<file path="config.mk">
export PLATFORM = sky130hd
export DESIGN_NAME = node_elastic_buf
export DESIGN_NICKNAME = d
export VERILOG_FILES = /design/src/rtl/node_elastic_buf.sv
export SDC_FILE = /design/constraint.sdc
export NUM_CORES = 1
export LEC_CHECK = 0
export BUFFER_PORTS_ARGS = -buffer_cell sky130_fd_sc_hd__buf_4
export CAP_MARGIN = 10
export CORE_MARGIN = 3
export CORE_UTILIZATION = 51
export CTS_CLUSTER_DIAMETER = 80
export CTS_CLUSTER_SIZE = 40
export DETAILED_ROUTE_END_ITERATION = 10
export PLACE_DENSITY_LB_ADDON = 0.1
export SLEW_MARGIN = 15
export SYNTH_ARGS = -nofsm -noshare
export SYNTH_HDL_FRONTEND = slang
export SYNTH_SLANG_ARGS = --single-unit
</file>
<file path="constraint.sdc">
create_clock -name clk -period 2.6 [get_ports clk]
set_input_delay 0.26 -clock clk [delete_from_list [all_inputs] [get_ports clk]]
set_output_delay 0.26 -clock clk [all_outputs]
set_load 0.01 [all_outputs]
</file>
<file path="src/rtl/node_elastic_buf.sv">
// node_elastic_buf: DEPTH-entry circular elastic buffer between two valid/ready nodes, upstream ready from a flop.
// Defining NODE_ELASTIC_STATS_EN adds occupancy and high-water-mark outputs.
module node_elastic_buf #(
  parameter int WIDTH  = 32,
  parameter int DEPTH  = 2,
  parameter int BYPASS = 0
) (
  input  logic             clk,
  input  logic             rst_n,
  input  logic [WIDTH-1:0] data_in,
  input  logic             up_valid_in,
  output logic             up_ready_out,
  output logic [WIDTH-1:0] data_out,
  output logic             dn_valid_out,
  input  logic             dn_ready_in
`ifdef NODE_ELASTIC_STATS_EN
  ,
  output logic [$clog2(DEPTH+1)-1:0] occupancy,
  output logic [$clog2(DEPTH+1)-1:0] hwm
`endif
);

  localparam int PW = (DEPTH > 1) ? $clog2(DEPTH) : 1;
  localparam int CW = $clog2(DEPTH + 1);

  logic [WIDTH-1:0] mem [DEPTH];
  logic [PW-1:0]    wr_ptr;
  logic [PW-1:0]    rd_ptr;
  logic [CW-1:0]    count;
  logic [CW-1:0]    count_next;
  logic             ready_q;

  logic empty;
  logic bypass_path;
  logic up_fire;
  logic dn_fire;
  logic push;
  logic pop;

  assign empty       = (count == '0);
  assign bypass_path = (BYPASS != 0) && empty;

  assign up_ready_out = ready_q;
  assign dn_valid_out = bypass_path ? up_valid_in : !empty;
  assign data_out     = bypass_path ? data_in : mem[rd_ptr];

  assign up_fire = up_valid_in & ready_q;
  assign dn_fire = dn_valid_out & dn_ready_in;

  // A bypassed beat consumed in the same cycle never touches storage.
  assign push = up_fire & ~(bypass_path & dn_ready_in);
  assign pop  = dn_fire & ~bypass_path;

  always_comb begin
    count_next = count;
    if (push && !pop) begin
      count_next = count + CW'(1);
    end else if (pop && !push) begin
      count_next = count - CW'(1);
    end
  end

  always_ff @(posedge clk or negedge rst_n) begin
    if (!rst_n) begin
      wr_ptr  <= '0;
      rd_ptr  <= '0;
      count   <= '0;
      ready_q <= 1'b0;
    end else begin
      if (push) begin
        wr_ptr <= (wr_ptr == PW'(DEPTH - 1)) ? '0 : wr_ptr + PW'(1);
      end
      if (pop) begin
        rd_ptr <= (rd_ptr == PW'(DEPTH - 1)) ? '0 : rd_ptr + PW'(1);
      end
      count   <= count_next;
      ready_q <= (count_next < CW'(DEPTH));
    end
  end

  // Storage is deliberately left unreset; it is only observed behind dn_valid_out.
  always_ff @(posedge clk) begin
    if (push) begin
      mem[wr_ptr] <= data_in;
    end
  end

`ifdef NODE_ELASTIC_STATS_EN
  logic [CW-1:0] hwm_q;

  always_ff @(posedge clk or negedge rst_n) begin
    if (!rst_n) begin
      hwm_q <= '0;
    end else if (count_next > hwm_q) begin
      hwm_q <= count_next;
    end
  end

  assign occupancy = count;
  assign hwm       = hwm_q;
`endif

endmodule

</file>
Word level (Yosys, flattened, before mapping)
Memories as Yosys holds them, arrays and structs flattened.
Cells that the tools add are included.
{"block": "totals", "regBits": 5, "latchBits": 0, "ram_bits": 64, "romBits": 0, "wordCells": 24, "memories": 1}
{"block": "op_classes", "add_sub_neg": 4, "mul": 0, "n_div": 0, "order_cmp": 1, "n_eq_ne": 0, "shifts": 0, "mux": 6, "bitwise_logic": 2, "reduce_logical": 6}
{"name": "mem", "depth": 2, "width": 32, "rd": 1, "rd_ports_with_merged_regs": 0, "write_ports": 1, "line": "26", "source": "logic [WIDTH-1:0] mem [DEPTH];"}
{"operator": "$mux W1", "count": 4}
{"operator": "$mux W2", "count": 2}
{"operator": "$logic_not A1 Y1", "count": 3}
{"operator": "$add A1 B1 Y1 const B", "count": 2}
{"operator": "$add A2 B1 Y2 const B", "count": 1}
{"operator": "$and A1 B1 Y1", "count": 2}
{"operator": "$logic_and A1 B1 Y1", "count": 2}
{"operator": "$logic_not A2 Y1", "count": 1}
{"operator": "$lt A2 B2 Y1 const B", "count": 1}
{"operator": "$sub A2 B1 Y2 const B", "count": 1}

Longest topological paths before layout
Gate-level depths: netlist of run 1.
{"block": "logic_depth", "word_depth": 7, "mapped_depth": 7, "depth_no_buf": 7}

Worst setup path before layout of run 1
No wires, ideal clock.
{"block": "synth_timing", "path_type": "flip-flop to flip-flop", "startpoint": "register ready_q, in the netlist up_ready_out", "endpoint": "memory mem[0][0], enable pin", "t_arrival_ns": 1.884, "required_time_ns": 2.179, "path_slack_ns": 0.295, "stages_incl_launch_ff": 3, "n_path_buf": 0, "period_less_slack_ns": 2.305, "path_cell_list": "dfrtp_1 > nand2_1 > nor2_1"}
{"block": "synth_via", "elab_chain_cells": 3}
{"element": "start, declared", "line": "31", "source": "logic ready_q;"}
{"element": "start signal, assigned", "line": "77", "source": "ready_q <= (count_next < CW'(DEPTH));"}
{"element": "$and A1 B1 Y1", "line": "47", "source": "assign up_fire = up_valid_in & ready_q;"}
{"element": "$mux W1", "line": "83", "source": "if (push) begin"}
{"element": "$mux W1 (implied by the code)", "line": "84", "source": "mem[wr_ptr] <= data_in;"}
{"element": "end, declared", "line": "26"}
No other way between the ends.

Worst setup path in the final report of run 1
{"block": "layout_timing", "startpoint": "register rd_ptr", "endpoint": "output port data_out[4]"}
{"block": "layout_via", "elab_chain_cells": 1}
{"element": "start, declared", "line": "28", "source": "logic [PW-1:0] rd_ptr;"}
{"element": "start signal, assigned", "line": "74", "source": "rd_ptr <= (rd_ptr == PW'(DEPTH - 1)) ? '0 : rd_ptr + PW'(1);"}
{"element": "$mem_v2 Z2 W32"}
{"element": "end, declared", "line": "13", "source": "output logic [WIDTH-1:0] data_out,"}
No other way between the ends.

==> results of run 1 <==
==> through the flow <==
stage	worst slack, ns	power [mW]
after floorplan	0.295	2.50
after global placement	0.906	2.89
after detailed placement	0.857	2.93
after CTS	0.500	3.75
after global routing	0.445	3.90
final	0.538	3.69
==> cell families after synthesis <==
kind of cell	after synthesis	share of synthesized area
adders and majority gates	3	0.0137
DFF	69	0.745
xor gates and xnor gates	2	0.00637
and+or+nand+nor	11	0.0228
buffers and inverters	9	0.0328
AOI/OAI and AO/OA	4	0.00910
muxes	32	0.171
==> repair_timing <==
action	in CTS	in global routing
hold buffers	1	0
endpoints found under the setup margin	0	0
endpoints found under the hold margin	5	0
resized for setup	0	0
==> cell usage in the layout, fill, tap and decap left out, types with 2 or more instances in the layout <==
cell      netlist  routed
mux2_2          3       3
nand2_1         2       2
buf_4           0      71
ha_1            3       3
xnor2_1         2       2
clkinv_2        0       2
clkbuf_1        0       2
inv_1           5       5
mux2_4         29      29
edfxtp_1       64      64
dfrtp_1         5       4
nor2b_1         2       2
clkbuf_8        0       9
==> layer usage <==
metal / track usage / wire length (um) / vias to the layer above
li1: - / - / 654
met1: 0.165 / 1570 / 685
met2: 0.260 / 2460 / 46
met3: 0.0587 / 292 / 4
met4: 0.0670 / 33 / 0
met5: 0 / 0 / -
==> area by class of cell <==
cell class                 instances  area (sq um)  share of cell area
clock buffer                      11           131              0.0373
timing repair buffer              73           563               0.160
inverter                           5          18.8             0.00533
sequential                        69          2050               0.582
tap                               70          87.6              0.0249
clock inverter                     5          51.3              0.0146
multi-input combinational         52           619               0.176
==> synth_stat cells <==
cell	count	share of area
o21ai_0	1	0.0018
xnor2_1	2	0.0064
mux2_4	29	0.16
inv_1	5	0.0068
or2_2	1	0.0023
or3b_1	1	0.0032
nor2_1	2	0.0027
and3_1	1	0.0023
o31ai_1	1	0.0027
a22oi_1	1	0.0027
nand2_1	2	0.0027
a21oi_1	1	0.0018
buf_6	1	0.0041
edfxtp_1	64	0.70
dfrtp_1	5	0.046
mux2_2	3	0.012
nor2b_1	2	0.0046
or2b_1	1	0.0027
ha_1	3	0.014
buf_12	3	0.022
nand2b_1	1	0.0023
==> state kept, by name, indices dropped and copies added, names as in the netlist, named ones only <==
name / cells
mem: 64
rd_ptr: 1
up_ready_out: 1
count: 1
wr_ptr: 1
==> report_power, final <==
part,total (mW),internal [mW],switching (mW)
clock network,0.798,0.437,0.361
registers,1.61,1.47,0.138
logic,1.29,0.753,0.534
==> critical path: cells and delay by family (launching register included) <==
family / cells / cell delay, ns
buffers and inverters: 2 / 0.40
flip-flops: 1 / 0.72
multiplexers: 1 / 0.36
==> path summary, 6_finish.rpt <==
kind                                        end  slack, ns
max                                 data_out[4]       0.54
min                        mem[1][14]$_DFFE_PP_       0.12
max reg2reg                count[0]$_DFFE_PN0P_       0.86
min reg2reg                  wr_ptr$_DFFE_PN0N_       0.55
max in group asynchronous    rd_ptr$_DFFE_PN0P_       2.21
min in group asynchronous  count[0]$_DFFE_PN0P_       0.27
==> run metrics, run 1 <==
IO Pins 70; pin count of the biggest net entering global routing 33; worst-margin pin slew 0.541 ns; Via density 4.87; worst-path maximum fanout 17; max_slew headroom 0.639; die footprint 0.00631 sq mm; GRT Total Usage 0.151; Filler cells 354; worst-case clock buffer depth 2; Total Neg Setup Slack 0 ns; worst r2r path cells 6; cells after synthesis 130; Yosys Warn Count 0; clock-pin slew on the worst setup and hold paths 0.07 ns; synth unique cells 21; GRT overflow 0; Final Net Count 249; # clock sinks 69; Core ar. 0.00517 sq mm; Period minus WS final 2.06 ns; slowest CP cell dfrtp_2; DRC Markers 0; crit path cell chain buf_12 > mux2_2 > buf_4; Synth Area per Inst 21.1 sq um; initial antenna violation count 0; total CTS buffers 9; max incr delay on CP 0.72 ns; outcome finished, final reports clean; min-delay src data_in[14]; reg2reg start count[0]$_DFFE_PN0P_; Routed Antenna Nets 0; Core Rows 26; clk_lat worst skew 0.33 ns; Worst EP arrival 1.80 ns; total number of vias 1389; worst vdd ir 0.000715 V; skew final 0.00506 ns; setup repair bufs after CTS 0; Post-Syn Nets 169; Starting Density 0.531; cell area after layout 0.00352 sq mm; dpl hpwl 2990 um; DR pass1 iterations 4; H-tree depth 3; mapped cell area 0.00275 sq mm; non-filler cells, final 285; CP Launch Type flip-flop; Period Utilization, post-route 0.793; Worst Setup SP rd_ptr$_DFFE_PN0P_; initial drt markers 39; Die H 79.4 um; Yosys reg bits 69; fmax 0.485 GHz; final WL 4360 um; Leak 1.43 nW; placed cells 268; Layout Utilization 0.680; pwr dens 1050 mW/mm^2; hold slack 0.115 ns; hold path cells 1; placed instance area 0.00333 sq mm; fraction of layout cells with a size suffix above 1 0.558; vias in the first global route 1408; max-cap violation count 0; first-pass GRT wire length 6820 um; CTS tree done; RSZ-0062 raised after global routing false; fin. max-slew vios 0; Critical Path RT 2.34 ns; Final setup viols 0; drt wl/cell 15.3 um; register area share after synthesis 0.745; P&R area growth vs syn 28.0%; ANT cells 0; gpl congestion 0.642; Buffers on Ports 69; CP Capture Type output port; clock root buffer master clkbuf_8; Worst Hold Class primary input to flip-flop; Hold Vio Cnt, Final 0; Setup CP Type flip-flop to output port; die width 79.4 um
Power figures use the tool's default switching activity.
==> run 2, diff against run 1 <==
==> constraint.sdc (replaced) <==
create_clock -name clk -period 1.9 [get_ports clk]
set_input_delay 0.19 -clock clk [delete_from_list [all_inputs] [get_ports clk]]
set_output_delay 0.19 -clock clk [all_outputs]
set_load 0.01 [all_outputs]
==> run metrics, run 2 (synthesized netlist as in run 1, its figures left out) <==
Period minus WS final 1.79 ns; Largest Register mem; Buffers on Ports 69 (unchanged); commonest non-fill, non-tap cells in the layout buf_4 (71), edfxtp_1 (64), mux2_4 (29); most common cell after layout, fill and taps aside buf_4; worst-case clock buffer depth 2 (unchanged); GRT Total Usage 0.157 (+0.00559); P&R area growth vs syn 29.6%; DRC Markers 0 (unchanged); setup repair bufs after CTS 0 (unchanged); max reg flops 64 (unchanged); CP Launch Type flip-flop; Core ar. 0.00517 sq mm (unchanged); max_slew headroom 0.717 (+0.0776); hold slack 0.0386 ns (-0.0766 ns); pwr dens 1470 mW/mm^2 (+40%); worst-margin pin slew 0.425 ns (-0.116 ns); Final setup viols 0 (unchanged); Total Neg Setup Slack 0 ns (unchanged); outcome finished, final reports clean; Worst EP arrival 1.60 ns (-0.20 ns); die footprint 0.00631 sq mm (unchanged); Hold Vio Cnt, Final 0 (unchanged); Routed Antenna Nets 0 (unchanged); Die H 79.4 um (unchanged); Core Rows 26 (unchanged); drt wl/cell 15.3 um (+0.25%); clock-pin slew on the worst setup and hold paths 0.07 ns (about the same); Leak 1.46 nW (+1.6%); Reg power frac 0.411 (-0.024); total CTS buffers 9 (unchanged); gpl congestion 0.652 (+1.6%); fin. max-slew vios 0 (unchanged); Via density 4.86 (-0.28%); Starting Density 0.531 (unchanged); max-cap violation count 0 (unchanged); clock root buffer master clkbuf_8; die width 79.4 um (unchanged); H-tree depth 3 (unchanged); Worst Hold Class primary input to flip-flop; skew final 0.00532 ns (+0.000261 ns); RSZ-0062 raised after global routing false; GRT overflow 0 (unchanged); ANT cells 0 (unchanged); net switching power 1.42 mW (+38%); total number of vias 1390 (+0.072%); CTS tree done; reg-to-reg slack, setup 0.17 ns (-0.69 ns); dpl hpwl 3060 um (+2.4%); Gate power share 0.355 (+0.006); worst vdd ir 0.000858 V (+20%); Filler cells 370 (+4.5%); first-pass GRT wire length 7020 um (+3.0%); Period Utilization, post-route 0.941; placed instance area 0.00335 sq mm (+0.60%); pin count of the biggest net entering global routing 33 (unchanged); initial drt markers 92 (+140%); CP Capture Type output port; switching share of power 0.273 (-0.00688); fmax 0.559 GHz; Final Net Count 250 (+0.40%); Clock Power Share 0.234 (+0.018); initial antenna violation count 0 (unchanged); # clock sinks 69 (unchanged); fraction of layout cells with a size suffix above 1 0.560 (+0.00205); DR pass1 iterations 4 (unchanged); IO Pins 70 (unchanged); Critical Path RT 1.71 ns (-0.63 ns); cell area after layout 0.00356 sq mm (+1.2%); final WL 4380 um (+0.60%); vias in the first global route 1453 (+3.2%); Setup CP Type flip-flop to output port; worst-path maximum fanout 8 (-9); Pint 3.80 mW (+43%); clk_lat worst skew 0.33 ns (about the same)
run 2: routing by layer:
layer	vias to the layer above	GRT usage	share of wire
met4	0	0.0722	0.016
met3	8	0.0621	0.065
met2	46	0.261	0.54
met5	-	0	0
li1	656	-	-
met1	680	0.177	0.38
run 2: timing repair:
action                    in CTS  in global routing
hold endpoints to repair       5                  0
hold buffers                   1                  0
resized for setup              0                  0
run 2: path summary, 6_finish.rpt:
kind,from,endpoint,cells past startpoint
setup reg to reg,count[0]$_DFFE_PN0P_,count[0]$_DFFE_PN0P_,6
max in group asynchronous,rst_n,rd_ptr$_DFFE_PN0P_,2
hold / removal,data_in[8],mem[1][8]$_DFFE_PP_,1
min in group asynchronous,rst_n,count[0]$_DFFE_PN0P_,2
setup / recovery,rd_ptr$_DFFE_PN0P_,data_out[4],3
hold reg to reg,wr_ptr$_DFFE_PN0N_,wr_ptr$_DFFE_PN0N_,1
run 2: area by class of cell:
type | instances | area (sq um) | area share
inverters | 5 | 18.8 | 0.00527
multi-input cells | 52 | 619 | 0.174
flip-flops and latches | 69 | 2050 | 0.575
repair buffers | 74 | 583 | 0.164
well taps | 70 | 87.6 | 0.0246
clock inverters | 6 | 77.6 | 0.0218
clock buffers | 10 | 128 | 0.0358
run 2: metrics by stage:
stage          instances  setup slack, ns  total power [mW]  utilization
4_1_cts              286           0.0767              5.29        0.689
2_1_floorplan        130            0.120              3.42            -
3_5_place_dp         269            0.196              4.06        0.647
5_1_grt              286           0.0363              5.50        0.689
6_report             286            0.111              5.22        0.689
3_3_place_gp         269            0.310              3.99        0.647
run 2: power groups by stage:
stage               clock, mW  combinational (mW)  sequential, mW
floorplan                   0                1.30            2.12
detailed placement          0                1.87            2.18
CTS                      1.25                1.88            2.15
global route             1.33                1.99            2.18
global placement            0                1.83            2.16
finish                   1.22                1.85            2.15
run 2: critical path, cell delays in order (launching register included):
cell	delay, ns
dfrtp_2	0.53
buf_4	0.25
mux2_2	0.35
buf_4	0.14
==> run 3, diff against run 2 <==
--- a/config.mk
+++ b/config.mk
@@ -8,11 +8,12 @@
 export BUFFER_PORTS_ARGS = -buffer_cell sky130_fd_sc_hd__buf_4
 export CAP_MARGIN = 10
 export CORE_MARGIN = 3
-export CORE_UTILIZATION = 51
+export CORE_UTILIZATION = 52
 export CTS_CLUSTER_DIAMETER = 80
 export CTS_CLUSTER_SIZE = 40
 export DETAILED_ROUTE_END_ITERATION = 10
-export PLACE_DENSITY_LB_ADDON = 0.1
+export PLACE_DENSITY = 0.75
+export REMOVE_ABC_BUFFERS = 1
 export SLEW_MARGIN = 15
 export SYNTH_ARGS = -nofsm -noshare
 export SYNTH_HDL_FRONTEND = slang
==> run metrics, run 3 (synthesized netlist as in run 1, its figures left out) <==
fin. max-slew vios 0 (unchanged); Routed Antenna Nets 0 (unchanged); Worst EP arrival 2.00 ns (+0.40 ns); total CTS buffers 9 (unchanged); pwr dens 1440 mW/mm^2 (-1.7%); Filler cells 320 (-14%); Final Net Count 252 (+0.80%); Die H 78.7 um (-0.89%); Starting Density 0.560 (+0.0283); met2 usage 0.272 (+0.0116); placed instance area 0.00335 sq mm (about the same); CTS tree done; GRT overflow 0 (unchanged); placed cells 268 (-0.37%); # clock sinks 69 (unchanged); max reg flops 64 (unchanged); Clock Power Share 0.213 (-0.021); die width 78.7 um (-0.89%); die footprint 0.00619 sq mm (-1.8%); RSZ-0062 raised after global routing false; Reg power frac 0.414 (+0.003); Core Rows 25 (-3.8%); dpl hpwl 3290 um (+7.4%); non-filler cells, final 285 (-0.35%); GRT Total Usage 0.157 (+0.000341); Gate power share 0.373 (+0.018); Via density 4.92 (+1.2%); most common cell after layout, fill and taps aside buf_4; switching share of power 0.280 (+0.00714); register area 0.00205 sq mm (unchanged); DR pass1 iterations 4 (unchanged); Worst Hold Class primary input to flip-flop; end of the worst hold path mem[0][14]$_DFFE_PP_; worst-case clock buffer depth 2 (unchanged); ANT cells 0 (unchanged); total number of vias 1402 (+0.86%); CP Launch Type flip-flop; Largest Register mem; max-cap violation count 0 (unchanged); commonest non-fill, non-tap cells in the layout buf_4 (74), edfxtp_1 (64), mux2_4 (29); total power 5.10 mW (-2.3%); net switching power 1.43 mW (+0.23%); CP Capture Type flip-flop; fraction of layout cells with a size suffix above 1 0.564 (+0.00403); gpl congestion 0.709 (+8.6%); Hold Vio Cnt, Final 0 (unchanged); initial antenna violation count 0 (unchanged); Setup CP Type flip-flop to flip-flop; met3 Usage GRT 0.0397 (-0.0224); Layout Utilization 0.721 (+0.0318); fmax 0.568 GHz (+1.7%); clock-pin slew on the worst setup and hold paths 0.07 ns (about the same); worst-margin pin slew 0.294 ns (-0.130 ns); clk_lat worst skew 0.32 ns (about the same); max_slew headroom 0.804 (+0.0867); worst r2r path cells 7 (+1); drt wl/cell 15.8 um (+2.8%); PostCTS Resize Cnt 0 (unchanged); worst-path maximum fanout 4 (-4); reg2reg start count[0]$_DFFE_PN0P_; first-pass GRT wire length 7130 um (+1.6%); min-delay src data_in[14]; Core ar. 0.00491 sq mm (-5.1%); Total Neg Setup Slack 0 ns (unchanged); clock root buffer master clkbuf_8; hold path cells 1 (unchanged); M1 GR Usage 0.178 (+0.000847); final WL 4490 um (+2.5%); P&R area growth vs syn 28.7%; Pint 3.67 mW (-3.3%); Buffers on Ports 69 (unchanged); Leak 1.45 nW (-0.48%); worst vdd ir 0.000755 V (-12%); IO Pins 70 (unchanged); Period Utilization, post-route 0.926 (-0.0156); Period minus WS final 1.76 ns (-0.0296 ns); Final setup viols 0 (unchanged); most used routing layer met2; outcome finished, final reports clean; reg-to-reg slack, setup 0.14 ns (-0.03 ns); initial drt markers 96 (+4.3%); skew final 0.00525 ns (-0.0000659 ns); footprint of the multi-input gates 619 sq um (unchanged); H-tree depth 3 (unchanged); vias in the first global route 1485 (+2.2%); Critical Path RT 2.14 ns (+0.43 ns); cell area after layout 0.00354 sq mm (-0.67%); DRC Markers 0 (unchanged); pin count of the biggest net entering global routing 24 (-27%)
==> run 3: cell types whose count changed in the layout (fill, tap and decap cells not counted) <==
cell	before	now
bufinv_16	2	1
buf_12	2	1
clkinv_1	2	1
clkinvlp_4	0	1
buf_4	71	74
clkbuf_1	1	2
==> run 3: power by group through the flow <==
stage	sequential (mW)	clock [mW]	combinational (mW)
after floorplan	2.26	0	1.02
after global placement	2.12	0	1.87
after detailed placement	2.15	0	1.94
after CTS	2.12	1.11	1.94
after global routing	2.14	1.20	2.02
final	2.11	1.09	1.90
==> run 3: worst max path at each step <==
stage	slack (ns)	cells past startpoint	start	endpoint
floorplan	-0.40	2	up_ready_out$_DFF_PN0_	mem[0][0]$_DFFE_PP_
global placement	0.31	6	count[0]$_DFFE_PN0P_	flip-flop
detailed placement	0.16	6	count[0]$_DFFE_PN0P_	count[0]$_DFFE_PN0P_
CTS	0.13	7	count[0]$_DFFE_PN0P_	flip-flop
global route	0.06	6	count[0]$_DFFE_PN0P_	flip-flop
finish	0.14	7	count[0]$_DFFE_PN0P_	flip-flop
==> run 3: critical path, stage by stage (launching register included) <==
cell      delay [ns]
dfrtp_1         0.37
inv_1           0.06
ha_1            0.21
nand2b_1        0.20
inv_1           0.10
ha_1            0.21
or3b_1          0.37
a22oi_1         0.15
==> run 3: cell type report <==
cell class	instances	share of cell area
clock buffer	11	0.0371
inverter	5	0.00530
tap	67	0.0237
clock inverter	5	0.0145
timing repair buffer	76	0.165
multi-input combinational	52	0.175
sequential	69	0.579
==> run 3: repair_timing <==
item,4_1_cts,5_1_grt
hold endpoints to repair,5,0
buffers inserted,0,0
hold buffers,1,0
==> run 3: routing by layer <==
layer	routed length (um)	up-vias	share of wire
li1	-	660	-
met1	1760	699	0.39
met2	2420	38	0.54
met3	249	5	0.055
met4	53	0	0.012
met5	0	-	0
==> run 3: stage by stage <==
stage | hold WS (ns) | setup slack, ns
6_report | 0.0442 | 0.141
5_1_grt | 0.0176 | 0.0597
4_1_cts | 0.0283 | 0.129
3_5_place_dp | -0.00555 | 0.158
3_3_place_gp | -0.00769 | 0.312
2_1_floorplan | -0.106 | -0.405
